===== config.mk =====
export PLATFORM = sky130hd
export DESIGN_NAME = counter_game_param_flat
export DESIGN_NICKNAME = d
export VERILOG_FILES = /design/src/rtl/counter_game_pkg.sv /design/src/rtl/counter_game_param_if.sv /design/src/rtl/counter_game_step.sv /design/src/rtl/counter_game_param.sv /design/src/flat_wrapper.sv
export SDC_FILE = /design/constraint.sdc
export NUM_CORES = 1
export LEC_CHECK = 0
export BUFFER_PORTS_ARGS = -buffer_cell sky130_fd_sc_hd__buf_2
export CORE_AREA = 4 4 59 61
export CTS_BUF_LIST = sky130_fd_sc_hd__clkbuf_8 sky130_fd_sc_hd__clkbuf_16
export DETAILED_ROUTE_END_ITERATION = 8
export DIE_AREA = 0 0 63 65
export GPL_TIMING_DRIVEN = 0
export PLACE_DENSITY = 0.66
export SYNTH_ARGS = -nofsm -noshare
export SYNTH_HDL_FRONTEND = slang
export SYNTH_SLANG_ARGS = --single-unit

===== constraint.sdc =====
create_clock -name clock -period 6.27 [get_ports clock]
set_clock_uncertainty 0.15 [all_clocks]
set_input_delay 0.3135 -clock clock [delete_from_list [all_inputs] [get_ports clock]]
set_output_delay 0.3135 -clock clock [all_outputs]
set_load 0.005 [all_outputs]

===== src/rtl/counter_game_pkg.sv =====
// Shared types for the parametrised counter game.
//   who_e  : last game result reported on the `who` output
//   ctrl_e : 2-bit step control code (direction in bit 1, magnitude in bit 0)
package counter_game_pkg;

  typedef enum logic [1:0] {
    WHO_NONE   = 2'b00,
    WHO_LOSER  = 2'b01,
    WHO_WINNER = 2'b10
  } who_e;

  typedef enum logic [1:0] {
    CTRL_UP_S = 2'b00,
    CTRL_UP_L = 2'b01,
    CTRL_DN_S = 2'b10,
    CTRL_DN_L = 2'b11
  } ctrl_e;

endpackage


===== src/rtl/counter_game_param_if.sv =====
// Bus bundle for the counter game (clock and reset stay plain ports).
//   master : drives enable/control/load/init_value/sat_mode, observes results
//   slave  : the game core; drives counter, pulses, who and both scores
interface counter_game_param_if #(
  parameter int WIDTH       = 4,
  parameter int SCORE_WIDTH = 4
);
  logic                   enable;
  logic [1:0]             control;
  logic                   load;
  logic [WIDTH-1:0]       init_value;
  logic                   sat_mode;
  logic [WIDTH-1:0]       counter;
  logic                   winner;
  logic                   loser;
  logic                   gameover;
  logic [1:0]             who;
  logic [SCORE_WIDTH-1:0] winner_count;
  logic [SCORE_WIDTH-1:0] loser_count;

  modport master (
    output enable, control, load, init_value, sat_mode,
    input  counter, winner, loser, gameover, who, winner_count, loser_count
  );

  modport slave (
    input  enable, control, load, init_value, sat_mode,
    output counter, winner, loser, gameover, who, winner_count, loser_count
  );
endinterface


===== src/rtl/counter_game_step.sv =====
// Combinational next-value unit for the game counter.
//   counter  : current value
//   control  : step code (up/down, small/large)
//   sat_mode : 0 = wrap modulo 2**WIDTH, 1 = clamp at 0 / MAX
//   stepped  : value after one step
module counter_game_step
  import counter_game_pkg::*;
#(
  parameter int WIDTH      = 4,
  parameter int STEP_SMALL = 1,
  parameter int STEP_LARGE = 2
) (
  input  logic [WIDTH-1:0] counter,
  input  logic [1:0]       control,
  input  logic             sat_mode,
  output logic [WIDTH-1:0] stepped
);

  localparam logic [WIDTH:0] STEP_S = (WIDTH+1)'(STEP_SMALL);
  localparam logic [WIDTH:0] STEP_L = (WIDTH+1)'(STEP_LARGE);

  // Bit WIDTH of the widened sum is the carry (up) or borrow (down);
  // either one means the true result left the 0..MAX range.
  function automatic logic [WIDTH-1:0] saturate(input logic [WIDTH:0] sum,
                                                input logic up,
                                                input logic sat);
    if (sat && sum[WIDTH]) return up ? {WIDTH{1'b1}} : {WIDTH{1'b0}};
    return sum[WIDTH-1:0];
  endfunction

  logic [WIDTH:0] sum;
  logic           up;

  always_comb begin
    sum = {1'b0, counter};
    up  = 1'b1;
    case (ctrl_e'(control))
      CTRL_UP_S: begin sum = {1'b0, counter} + STEP_S; up = 1'b1; end
      CTRL_UP_L: begin sum = {1'b0, counter} + STEP_L; up = 1'b1; end
      CTRL_DN_S: begin sum = {1'b0, counter} - STEP_S; up = 1'b0; end
      CTRL_DN_L: begin sum = {1'b0, counter} - STEP_L; up = 1'b0; end
      default:   begin sum = {1'b0, counter};          up = 1'b1; end
    endcase
    stepped = saturate(sum, up, sat_mode);
  end

endmodule


===== src/rtl/counter_game_param.sv =====
// Parametrised single-player counter game.
//   clock   : rising-edge clock
//   reset_n : synchronous active-low reset
//   bus     : slave side of counter_game_param_if (controls in, counter,
//             winner/loser/gameover pulses, who and both scores out)
// After every scoring edge one "release" edge follows on which no event is
// detected, so a counter parked at 0 or MAX scores every second cycle.
module counter_game_param
  import counter_game_pkg::*;
#(
  parameter int WIDTH       = 4,
  parameter int STEP_SMALL  = 1,
  parameter int STEP_LARGE  = 2,
  parameter int SCORE_WIDTH = 4,
  parameter int SCORE_LIMIT = 2**SCORE_WIDTH-1
) (
  input  logic                  clock,
  input  logic                  reset_n,
  counter_game_param_if.slave   bus
);

  localparam logic [WIDTH-1:0]       MAX   = {WIDTH{1'b1}};
  localparam logic [SCORE_WIDTH-1:0] LIMIT = SCORE_WIDTH'(SCORE_LIMIT);
  localparam logic [SCORE_WIDTH-1:0] ONE   = SCORE_WIDTH'(1);

  logic [WIDTH-1:0]       counter_q, counter_d;
  logic [SCORE_WIDTH-1:0] wcount_q, wcount_d;
  logic [SCORE_WIDTH-1:0] lcount_q, lcount_d;
  logic                   winner_q, winner_d;
  logic                   loser_q, loser_d;
  logic                   gameover_q, gameover_d;
  logic                   hold_q, hold_d;
  who_e                   who_q, who_d;

  logic [WIDTH-1:0]       stepped;
  logic [WIDTH-1:0]       nxt;

  counter_game_step #(
    .WIDTH      (WIDTH),
    .STEP_SMALL (STEP_SMALL),
    .STEP_LARGE (STEP_LARGE)
  ) u_step (
    .counter  (counter_q),
    .control  (bus.control),
    .sat_mode (bus.sat_mode),
    .stepped  (stepped)
  );

  assign nxt = bus.load ? bus.init_value : stepped;

  always_comb begin
    counter_d  = counter_q;
    wcount_d   = wcount_q;
    lcount_d   = lcount_q;
    who_d      = who_q;
    winner_d   = 1'b0;
    loser_d    = 1'b0;
    gameover_d = 1'b0;
    hold_d     = 1'b0;

    if (gameover_q) begin
      // Restart edge: everything but `who` returns to zero.
      counter_d = '0;
      wcount_d  = '0;
      lcount_d  = '0;
    end else if (bus.enable) begin
      counter_d = nxt;
      if (!hold_q) begin
        if (nxt == '0) begin
          loser_d  = 1'b1;
          hold_d   = 1'b1;
          lcount_d = lcount_q + ONE;
          if (lcount_q + ONE == LIMIT) begin
            gameover_d = 1'b1;
            who_d      = WHO_LOSER;
          end
        end else if (nxt == MAX) begin
          winner_d = 1'b1;
          hold_d   = 1'b1;
          wcount_d = wcount_q + ONE;
          if (wcount_q + ONE == LIMIT) begin
            gameover_d = 1'b1;
            who_d      = WHO_WINNER;
          end
        end
      end
    end
  end

  always_ff @(posedge clock) begin
    if (!reset_n) begin
      counter_q  <= '0;
      wcount_q   <= '0;
      lcount_q   <= '0;
      winner_q   <= 1'b0;
      loser_q    <= 1'b0;
      gameover_q <= 1'b0;
      hold_q     <= 1'b0;
      who_q      <= WHO_NONE;
    end else begin
      counter_q  <= counter_d;
      wcount_q   <= wcount_d;
      lcount_q   <= lcount_d;
      winner_q   <= winner_d;
      loser_q    <= loser_d;
      gameover_q <= gameover_d;
      hold_q     <= hold_d;
      who_q      <= who_d;
    end
  end

  assign bus.counter      = counter_q;
  assign bus.winner       = winner_q;
  assign bus.loser        = loser_q;
  assign bus.gameover     = gameover_q;
  assign bus.who          = who_q;
  assign bus.winner_count = wcount_q;
  assign bus.loser_count  = lcount_q;

endmodule

===== src/flat_wrapper.sv =====
// flat-port wrapper written by rule: the top's interface ports become plain ports
module counter_game_param_flat import counter_game_pkg::*;
#(
  parameter int WIDTH       = 4,
  parameter int STEP_SMALL  = 1,
  parameter int STEP_LARGE  = 2,
  parameter int SCORE_WIDTH = 4,
  parameter int SCORE_LIMIT = 2**SCORE_WIDTH-1
)
  (clock, reset_n, bus_enable, bus_control, bus_load, bus_init_value, bus_sat_mode, bus_counter, bus_winner, bus_loser, bus_gameover, bus_who, bus_winner_count, bus_loser_count);
  counter_game_param_if #(.WIDTH(WIDTH), .SCORE_WIDTH(SCORE_WIDTH)) bus_i ();
  input  logic clock;
  input  logic reset_n;
  input wire logic [$bits(bus_i.enable)-1:0] bus_enable;
  input wire logic [$bits(bus_i.control)-1:0] bus_control;
  input wire logic [$bits(bus_i.load)-1:0] bus_load;
  input wire logic [$bits(bus_i.init_value)-1:0] bus_init_value;
  input wire logic [$bits(bus_i.sat_mode)-1:0] bus_sat_mode;
  output wire logic [$bits(bus_i.counter)-1:0] bus_counter;
  output wire logic [$bits(bus_i.winner)-1:0] bus_winner;
  output wire logic [$bits(bus_i.loser)-1:0] bus_loser;
  output wire logic [$bits(bus_i.gameover)-1:0] bus_gameover;
  output wire logic [$bits(bus_i.who)-1:0] bus_who;
  output wire logic [$bits(bus_i.winner_count)-1:0] bus_winner_count;
  output wire logic [$bits(bus_i.loser_count)-1:0] bus_loser_count;
  assign bus_i.enable = bus_enable;
  assign bus_i.control = bus_control;
  assign bus_i.load = bus_load;
  assign bus_i.init_value = bus_init_value;
  assign bus_i.sat_mode = bus_sat_mode;
  assign bus_counter = bus_i.counter;
  assign bus_winner = bus_i.winner;
  assign bus_loser = bus_i.loser;
  assign bus_gameover = bus_i.gameover;
  assign bus_who = bus_i.who;
  assign bus_winner_count = bus_i.winner_count;
  assign bus_loser_count = bus_i.loser_count;
  counter_game_param #(.WIDTH(WIDTH), .STEP_SMALL(STEP_SMALL), .STEP_LARGE(STEP_LARGE), .SCORE_WIDTH(SCORE_WIDTH), .SCORE_LIMIT(SCORE_LIMIT)) u_core (.clock(clock), .reset_n(reset_n), .bus(bus_i));
endmodule

==> impl_metrics.py <==
metrics = {
    "grt": {
        "met1_usage_pct": 20.08,
        "grt_usage_pct": 16.64,
        "grt-ovfl-total": 0,
        "grt_util_met3_pct": 2.946,
        "grt_max_degree": 11,
        "grtUsageMet2_pct": 29.64,
        "grt_antenna_before_repair": 0,
        "grt_pass1_wl_mm": 5.658,
        "grt_pass1_vias": 1296,
        "top_usage_layer": "met2",
    },
    "outcome": {
        "status": "complete, no violations",
    },
    "place": {
        "place_hpwl_mm": 2.456,
        "place_area_um2": 1465,
        "gp_congestion": 0.8218,
        "port_buffers": 25,
        "dp.cells": 221,
    },
    "timing": {
        "worst_hold_slack_ps": 194.2,
        "rsz0062_at_grt": "no",
        "finalMaxSlewViolations": 0,
        "fin_crit_sh_pct": 47.23,
        "tightest_slew_ps": 563.7,
        "finalCriticalPeriod_ps": 2961,
        "max_slew_margin_pct": 62.34,
        "setup_viol": 0,
        "finalHoldViolCount": 0,
        "finalSetupTns_ps": 0,
        "clock.fmax_mhz": 337.7,
    },
    "cts": {
        "clk_pin_slew_ps": 70,
        "numCtsBuffers": 3,
        "htree_levels": 1,
        "clk_latency_ps": 260,
        "ctsResizeCount": 0,
        "postCtsSetupRepairBufs": 0,
        "cts_buffer_depth": 2,
        "cts_hold_buf": 0,
        "root_buffer": "clkbuf_8",
        "clock_sinks": 18,
        "cts_tree": "yes",
    },
    "cells_and_area": {
        "antenna_cells": 0,
        "fillers": 301,
        "layout_commonest_cell": "buf_2",
        "layout-drive-gt1-share_pct": 20.31,
        "fin_nets": 210,
        "final_area_um2": 1520,
        "area_delta_synth_final_pct": 17.05,
        "layout_common_cells": "28 x buf_2, 20 x nand2_1, 18 x dfxtp_1",
        "final_cells": 225,
    },
    "setup_path": {
        "cpMostUsedCell": "buf_2",
        "startpoint_type": "input port",
        "reg2reg_slack_ps": 3350,
        "end_kind": "register",
        "critPathMaxStageDelay_ps": 470,
        "critical_path.max_fanout": 10,
        "crit_chain": "buf_2 > buf_2 > inv_1 > nand2_1 > xnor2_1 > ha_1 > nand2b_1 > o32ai_1 > or2_2 > o21ai_1 > o211ai_1 > or3_1 > o31ai_1",
        "cp_slowest_cell": "or3_1",
        "worstPathArrival_ps": 2980,
        "required_ps": 6290,
        "crit_type": "input port to register",
        "cp-startpoint": "bus_control[0]",
        "r2r_start": "u_core.bus.counter[1]",
    },
    "floorplanning": {
        "die_w_um": 63,
        "rows": 20,
        "start_util_pct": 43.61,
        "core_region_area_um2": 2978,
        "die_h_um": 65,
        "die_area_um2": 4095,
        "ioPinCount": 28,
    },
    "yosys": {
        "syn_area_per_cell_um2": 7.968,
        "synth_compound_area_share_pct": 26.49,
        "ys_async_sr_fraction_pct": 0,
        "syn_inst": 163,
        "ys_seq_area_share_pct": 27.75,
        "synth_mux_area_share_pct": 3.083,
        "synth_edf_count": 0,
        "ys_types": 53,
        "synthAdderAreaFrac_pct": 5.780,
        "synth_top_family_by_area": "simple AND/OR/NAND/NOR gates",
        "yosys.area_share.simple_pct": 29.96,
        "synth_warnings": 0,
        "netlist_area_um2": 1299,
        "synth-seq-cells": 18,
        "synthXorXnorAreaFrac_pct": 2.023,
        "ys.flop_type": "dfxtp_1",
        "synthesis.nets": 180,
    },
    "pwr": {
        "ir_drop_mv": 0.09290,
        "finalPower_mw": 0.2838,
        "leakagePower_nw": 0.6293,
        "p_per_area_nw_per_um2": 186.7,
    },
    "routing": {
        "routedWlPerCell_um": 14.12,
        "drt_iter0_markers": 54,
        "drtPass1Iterations": 4,
        "drtAntennaViolNets": 0,
        "post-route-drc-count": 0,
        "routed_wl_mm": 3.176,
        "via_count": 1289,
        "vias_per_cell": 5.729,
    },
    "worst_hold_path": {
        "hold_path_class": "input port to register",
        "min_from": "reset_n",
    },
    "job": {
        "maxCapViolCount": 0,
    },
}
[state kept, by name (all words and copies together) (netlist names)]
register,flops
u_core.bus.loser_count,4
u_core.bus.loser,1
u_core.bus.winner,1
u_core.bus.who,2
u_core.hold_q,1
u_core.bus.gameover,1
u_core.bus.winner_count,4
u_core.bus.counter,4
[power breakdown]
group          switching, mW  internal, mW
sequential           0.00384         0.118
clock                 0.0411        0.0559
combinational         0.0393        0.0262
[kinds of logic after synthesis]
logic type | Yosys count
multiplexers | 4
AO/OA/AOI/OAI | 46
buffers and inverters | 14
AND/OR/NAND/NOR | 72
adder cells (fa/ha/maj) | 6
flip-flops | 18
XOR/XNOR | 3
[per-layer routing]
metal / vias up / wire length (um)
met5: - / 0
met4: 0 / 31
met3: 5 / 144
met2: 31 / 1534
met1: 597 / 1467
li1: 656 / -
[worst paths after layout]
kind	depth (start not counted)	endpoint
min reg2reg	2	u_core.bus.who[1]
min	2	u_core.bus.who[0]
max	13	u_core.bus.loser_count[1]
max reg2reg	10	u_core.bus.loser_count[1]
[stage by stage]
stage          setup WS, ps  utilization (%)
3_3_place_gp           3149            49.20
5_1_grt                3088            51.05
3_5_place_dp           3061            49.20
2_1_floorplan          3572                -
6_report               3309            51.05
4_1_cts                3349            51.05
[critical path, delay by kind of cell]
family | cells | cell delay (ps)
AND/OR/NAND/NOR | 4 | 1030
AO/OA/AOI/OAI | 4 | 910
buffers and inverters | 3 | 380
adder cells (fa/ha/maj) | 1 | 230
XOR/XNOR | 1 | 130
[synth_stat cells (5+ instances only)]
master,n,share of area (%)
ha_1,6,5.8
nor2b_1,7,3.4
dfxtp_1,18,28
nor3_1,5,1.9
nor2_1,12,3.5
nand2_1,20,5.8
o21ai_0,6,2.3
a21oi_1,6,2.3
nand2b_1,6,2.9
inv_1,7,2.0
[area by class of cell]
type	count	area [um^2]	share of cell area [%]
multi-input combinational	131	874.6	57.53
inverter	7	26.28	1.728
clock buffer	4	55.05	3.621
timing repair buffer	25	125.1	8.230
buffer	7	37.54	2.469
sequential	18	360.3	23.70
tap	33	41.29	2.716
(Power assumes the default switching activity.)
